`config.mk`:
```
export PLATFORM = sky130hd
export DESIGN_NAME = clk_mon
export DESIGN_NICKNAME = d
export VERILOG_FILES = /design/src/rtl/clk_pkg.sv /design/src/rtl/sync_edge.sv /design/src/rtl/clk_mon.sv
export SDC_FILE = /design/constraint.sdc
export NUM_CORES = 1
export LEC_CHECK = 0
export ABC_CLOCK_PERIOD_IN_PS = 2860
export CAP_MARGIN = 20
export CORE_ASPECT_RATIO = 0.5
export CORE_UTILIZATION = 40
export DETAILED_ROUTE_END_ITERATION = 8
export SLEW_MARGIN = 40
export SYNTH_ARGS = -nofsm -noshare
export SYNTH_HDL_FRONTEND = slang
export SYNTH_SLANG_ARGS = --single-unit
```
`constraint.sdc`:
```
create_clock -name clk_in -period 2.86 [get_ports clk_in]
set_input_delay 0.572 -clock clk_in [delete_from_list [all_inputs] [get_ports clk_in]]
set_output_delay 0.572 -clock clk_in [all_outputs]
set_load 0.05 [all_outputs]
```
`src/rtl/clk_pkg.sv`:
```
// Shared clock-domain helpers: FSM encoding and default counter width for
// the clock monitor and the clock divider.
package clk_pkg;
  localparam int CLK_CNT_W = 16;

  typedef enum logic {
    ST_IDLE    = 1'b0,
    ST_MEASURE = 1'b1
  } clk_state_e;
endpackage

```
`src/rtl/sync_edge.sv`:
```
// Two-flop synchroniser for an asynchronous input plus a rising-edge detector.
module sync_edge (
  input  logic clk_in,
  input  logic rst,
  input  logic d,
  output logic q,
  output logic rise
);
  logic s1, s2, s3;

  always_ff @(posedge clk_in) begin
    if (rst) begin
      s1 <= 1'b0;
      s2 <= 1'b0;
      s3 <= 1'b0;
    end else begin
      s1 <= d;
      s2 <= s1;
      s3 <= s2;
    end
  end

  assign q    = s2;
  assign rise = s2 & ~s3;
endmodule

```
`src/rtl/clk_mon.sv`:
```
// Clock monitor: measures period and high time of a slow clock in clk_in
// cycles, reports lock after repeated equal periods, and flags a stalled input.
module clk_mon
  import clk_pkg::*;
#(
  parameter int CNT_W       = CLK_CNT_W,
  parameter int LOCK_N      = 4,
  parameter int TIMEOUT_CYC = 1000
) (
  input  logic             clk_in,
  input  logic             rst,
  input  logic             sig_in,
  output logic [CNT_W-1:0] period,
  output logic [CNT_W-1:0] high_time,
  output logic             meas_valid,
  output logic             locked,
  output logic             timeout
);
  localparam int               MC_W      = (LOCK_N > 1) ? $clog2(LOCK_N) : 1;
  localparam logic [MC_W-1:0]  MATCH_MAX = MC_W'(LOCK_N - 1);
  localparam logic [CNT_W-1:0] TO_VAL    = CNT_W'(TIMEOUT_CYC);

  clk_state_e       state, state_nxt;
  logic             s2, rise, at_to, do_meas, do_to;
  logic [CNT_W-1:0] per_cnt, hi_cnt;
  logic [MC_W-1:0]  match_cnt;

  sync_edge u_sync (
    .clk_in (clk_in),
    .rst    (rst),
    .d      (sig_in),
    .q      (s2),
    .rise   (rise)
  );

  assign at_to = (per_cnt == TO_VAL);

  always_ff @(posedge clk_in) begin
    if (rst) state <= ST_IDLE;
    else     state <= state_nxt;
  end

  always_comb begin
    state_nxt = state;
    case (state)
      ST_IDLE:    if (rise) state_nxt = ST_MEASURE;
      ST_MEASURE: if (!rise && at_to) state_nxt = ST_IDLE;
      default:    state_nxt = ST_IDLE;
    endcase
  end

  // A rise always beats a simultaneous timeout.
  always_comb begin
    do_meas = 1'b0;
    do_to   = 1'b0;
    if (rise) do_meas = (state == ST_MEASURE);
    else      do_to   = at_to;
  end

  always_ff @(posedge clk_in) begin
    if (rst) begin
      per_cnt    <= '0;
      hi_cnt     <= '0;
      match_cnt  <= '0;
      period     <= '0;
      high_time  <= '0;
      meas_valid <= 1'b0;
      locked     <= 1'b0;
      timeout    <= 1'b0;
    end else begin
      meas_valid <= do_meas;
      timeout    <= do_to;

      if (rise) begin
        per_cnt <= CNT_W'(1);
        hi_cnt  <= CNT_W'(s2);
      end else if (do_to) begin
        per_cnt <= CNT_W'(1);
        hi_cnt  <= '0;
      end else begin
        per_cnt <= per_cnt + CNT_W'(1);
        if (state == ST_MEASURE) hi_cnt <= hi_cnt + CNT_W'(s2);
      end

      // Lock tracks runs of periods equal to the one held in the output register.
      if (do_meas) begin
        period    <= per_cnt;
        high_time <= hi_cnt;
        if (per_cnt == period) begin
          if (match_cnt == MATCH_MAX) locked <= 1'b1;
          else                        match_cnt <= match_cnt + MC_W'(1);
        end else begin
          match_cnt <= '0;
          locked    <= 1'b0;
        end
      end else if (do_to) begin
        match_cnt <= '0;
        locked    <= 1'b0;
      end
    end
  end
endmodule

```
Word level (Yosys, flattened, before mapping)
Index checks and enable logic that the tools add are counted.
{"block": "op_classes", "n_addsub": 3, "n_eq_ne": 5, "muxes": 18, "bitwise": 3, "n_reduce_logical": 7}
{"cell": "$add A16 B1 Y16", "count": 1}
{"cell": "$add A16 B1 Y16 const B", "count": 1}
{"cell": "$eq A16 B10 Y1 const B", "count": 1}
{"cell": "$eq A16 B16 Y1", "count": 1}
{"cell": "$mux W1", "count": 13}
{"cell": "$mux W2", "count": 4}
{"cell": "$reduce_and A2 Y1", "count": 2}
{"cell": "$ne A3 B2 Y1 const B", "count": 1}
{"cell": "$ne A3 B3 Y1 const B", "count": 1}
{"cell": "$reduce_bool A3 Y1", "count": 1}
{"cell": "$reduce_or A3 Y1", "count": 1}
{"cell": "$add A2 B1 Y2 const B", "count": 1}
{"cell": "$eq A2 B2 Y1 const B", "count": 1}
{"cell": "$not A1 Y1", "count": 2}
{"cell": "$pmux W1 S2", "count": 1}
{"cell": "$reduce_bool A2 Y1", "count": 1}
{"cell": "$and A1 B1 Y1", "count": 1}
{"cell": "$logic_and A1 B1 Y1", "count": 1}
{"cell": "$logic_not A1 Y1", "count": 1}
{"block": "word_totals", "register_bits": 73, "output_inout_bits": 35, "word_cells": 50}

Logic depth before layout (Yosys ltp)
{"block": "depth", "word_depth": 6, "mapped_depth": 9}

Cells and area by module
A second synthesis with hierarchy kept.
{"block": "hier_totals", "hier_cells": 367, "hier_area_um2": 3079.2}
{"mod": "clk_mon", "n_inst": 1, "cells_each": 360, "area_per_inst_um2": 2991.6, "seq_area_each_um2": 1401.3}
{"mod": "sync_edge", "n_inst": 1, "cells_each": 7, "area_per_inst_um2": 87.6, "seq_area_each_um2": 60.1}

Least setup slack after synthesis
Ideal clock, no wire load.
{"block": "synth_timing", "path_type": "register to register", "start": "register per_cnt[11]", "end": "register locked", "setup_ps": 118, "arrival_ps": 1926, "required_time_ps": 2742, "setup_slack_ps": 816, "path_stages_with_launch": 8, "n_path_buf": 2, "synth_period_minus_slack_ps": 2044, "path_cell_list": "dfxtp_1 > buf_6 > or4_1 > or4_1 > clkbuf_2 > o21a_1 > a21oi_1 > o21ai_1"}
{"block": "synth_via", "elab_chain_cells": 4}
{"element": "from (decl)", "line": "clk_mon.sv:25", "source": "logic [CNT_W-1:0] per_cnt, hi_cnt;"}
{"element": "from (signal assigned)", "line": "clk_mon.sv:81", "source": "per_cnt <= per_cnt + CNT_W'(1);"}
{"element": "$eq A16 B10 Y1", "line": "clk_mon.sv:36", "source": "assign at_to = (per_cnt == TO_VAL);"}
{"element": "$mux W1", "line": "clk_mon.sv:56", "source": "if (rise) do_meas = (state == ST_MEASURE);"}
{"element": "$reduce_bool A2 Y1 (no source line)"}
{"element": "$reduce_and A2 Y1 (no source line)"}
{"element": "to (signal assigned)", "line": "clk_mon.sv:68", "source": "locked <= 1'b0;"}
{"element": "to (signal assigned)", "line": "clk_mon.sv:90", "source": "if (match_cnt == MATCH_MAX) locked <= 1'b1;"}
{"element": "to (signal assigned)", "line": "clk_mon.sv:94", "source": "locked <= 1'b0;"}
{"element": "to (decl)", "line": "clk_mon.sv:16", "source": "output logic locked,"}
Parallel ways exist; a longest one is shown, timed or not.
A chain may end at the register's enable or synchronous reset.

Final worst setup path
{"block": "layout_timing", "start": "register per_cnt[3]", "end": "register hi_cnt[11]"}
{"block": "layout_via", "elab_chain_cells": 3}
{"element": "$eq A16 B10 Y1", "line": "clk_mon.sv:36"}
{"element": "$mux W1", "line": "clk_mon.sv:56"}
{"element": "$reduce_or A3 Y1 (no source line)"}
{"element": "to (signal assigned)", "line": "clk_mon.sv:76", "source": "hi_cnt <= CNT_W'(s2);"}
{"element": "to (signal assigned)", "line": "clk_mon.sv:82", "source": "if (state == ST_MEASURE) hi_cnt <= hi_cnt + CNT_W'(s2);"}
{"element": "to (decl)", "line": "clk_mon.sv:25"}
No other way between the ends.

==> flow_metrics.tcl <==
set metrics [dict create \
    antenna_found_initial 0 \
    vias 2406 \
    synth_top_flop_cell "dfxtp_1" \
    cts_num_sinks 73 \
    intPower_uw 1760 \
    dieWidth_um 125 \
    finalCritPeriodShare 0.831 \
    drc 0 \
    timing.setup.tns_ps 0 \
    rows 21 \
    worst_slew_pin_slew_ps 588 \
    diodes 0 \
    cts_resized 0 \
    port_buffers 37 \
    arrival_ps 2570 \
    fmax_mhz 421 \
    dieArea_mm2 0.00795 \
    post_synth_num_cell_types 31 \
    drive_gt1_frac 0.0558 \
    leakagePower_uw 0.00130 \
    power.density_mw_per_mm2 596 \
    synth_area_mm2 0.00303 \
    critPathMaxFanout 29 \
    grt_pass1_vias 2283 \
    cts_max_level 3 \
    irDropWorstVdd_v 0.000333 \
    hold_start "u_sync.s1" \
    worst_skew_pair.late_latency_ps 330 \
    cts_tree "built" \
    ys_async_sr_fraction 0 \
    hold_path_class "reg2reg" \
    ios 38 \
    fillers 643 \
    post_cts_buffers 0 \
    synthCells 360 \
    p_seq_frac 0.465 \
    status "finished, final reports clean" \
    root_buffer "clkbuf_16" \
    grt_use_total 0.180 \
    layout.nets 397 \
    setup_viol 0 \
    hpwl_um 4240 \
    finalHoldViolCount 0 \
    start_kind "register" \
    core_region_area_mm2 0.00699 \
    switching_power_uw 464 \
    min_period_ps 2380 \
    maxSlewHeadroom 0.605 \
    power_uw 2230 \
    dr.pass1.iters 4 \
    place.gp.congestion 0.798 \
    clockPowerShare 0.510 \
    antenna_left 0 \
    totalWireLength_um 6270 \
    required_ps 3050 \
    layout_common_cells "nand2_1 (78), dfxtp_1 (73), nor2_1 (40)" \
    cts_buffers 9 \
    power.switching_fraction 0.208 \
    syn_area_per_cell_um2 8.42 \
    fp.dieH_um 63.5 \
    postCtsHoldBufs 0 \
    final_common_cell "nand2_1" \
    critPathKind "reg2reg" \
    startpoint "per_cnt[3]" \
    first_iter_violations 105 \
    combPwrFrac 0.025 \
    yosysSeqAreaShare 0.482 \
    grt_remaining_overflow 0 \
    max-cap-violations 0 \
    endpoint_kind "register" \
    clock_path_buffers 2 \
    ys_warn_count 0 \
    reg2reg_from "per_cnt[3]" \
    cts.clk_slew.worst_paths_ps 60 \
    vias_per_cell 4.95 \
    finClkSkew_ps 6.39 \
    grt_pass1_wl_um 11000 \
    rsz0062_at_grt "false" \
    area_growth_pct 23.2 \
    syn_nets 368 \
    grt_max_degree 47 \
    routedWlPerCell_um 12.9 \
    initial_core_util 0.434 \
    synth_edf_count 0 \
    maxSlewViolCount 0 \
    ys_ff_latch 73 \
]
-- per-layer routing --
metal  vias up  wire (µm)  GRT usage
met5         -          0          0
met4         0         38     0.0503
met3         4        186     0.0714
met2        33       2900      0.290
met1      1133       3140      0.223
li1       1236          -          -
-- cell type report --
class	instances	area (µm²)	share of cell area
clock buffers	11	253	0.0677
clock inverters	5	53.8	0.0144
inverters	4	15.0	0.00402
multi-input cells	260	1430	0.384
flip-flops and latches	73	1460	0.392
well taps	92	115	0.0308
repair buffers	41	400	0.107
-- worst paths after layout --
kind,end,slack [ps],cells past startpoint
setup / recovery,hi_cnt[11],480,4
hold / removal,u_sync.q,440,1
setup reg to reg,hi_cnt[11],480,4
hold reg to reg,u_sync.q,440,1
-- cell families (layout without fill, tap and decap cells) --
group / after synthesis / in the layout / synth area share
AND/OR/NAND/NOR: 168 / 168 / 0.248
flip-flops: 73 / 73 / 0.482
XOR/XNOR: 44 / 44 / 0.127
AO/OA/AOI/OAI: 41 / 41 / 0.0702
buffers and inverters: 27 / 61 / 0.0446
adder cells (fa/ha/maj): 5 / 5 / 0.0206
multiplexers: 2 / 2 / 0.00702
-- synthesized netlist by cell type (2+ instances only) --
cell / instances / area (µm²)
ha_1: 5 / 62.6
o211ai_1: 2 / 15.0
nor3_1: 8 / 40.0
nand4_1: 12 / 75.1
a21oi_1: 37 / 185
xor2_1: 21 / 184
clkbuf_1: 16 / 60.1
nand2_1: 78 / 293
nor2b_1: 5 / 31.3
or4_1: 2 / 15.0
buf_2: 2 / 10.0
nand3b_1: 2 / 15.0
dfxtp_1: 73 / 1460
buf_6: 4 / 45.0
nand3_1: 8 / 40.0
xnor2_1: 23 / 201
inv_1: 4 / 15.0
nor2_1: 40 / 150
and3_1: 6 / 37.5
-- state kept, by name, summed over array words and instances, names as in the netlist --
register / flops
high_time: 16
state: 1
match_cnt: 2
locked: 1
period: 16
per_cnt: 16
u_sync.s3: 1
hi_cnt: 16
timeout: 1
u_sync.s1: 1
u_sync.q: 1
meas_valid: 1
-- power by group through the flow --
| stage | Clock, µW | Sequential, µW | Combinational (µW) |
|---|---|---|---|
| 2_1_floorplan | 0 | 1050 | 47.6 |
| 3_3_place_gp | 0 | 1060 | 55.7 |
| 3_5_place_dp | 0 | 1060 | 56.7 |
| 4_1_cts | 1160 | 1030 | 57.5 |
| 5_1_grt | 1220 | 1040 | 64.7 |
| 6_report | 1130 | 1030 | 56.4 |
-- per-stage QoR --
stage	utilization	setup WS, ps	cell area, µm²	hold slack (ps)	std cells
4_1_cts	0.534	477	3730	447	486
5_1_grt	0.534	322	3730	477	486
2_1_floorplan	-	816	3030	414	360
3_3_place_gp	0.490	624	3430	426	470
6_report	0.534	482	3730	442	486
3_5_place_dp	0.490	513	3430	428	470
-- worst max-delay path, cell delays in order (launching register included) --
cell and delay, ps:
dfxtp_1 460, or4b_1 470, or4_1 670, nand2_2 500, nor2_1 120
Power figures use the tool's default switching activity.
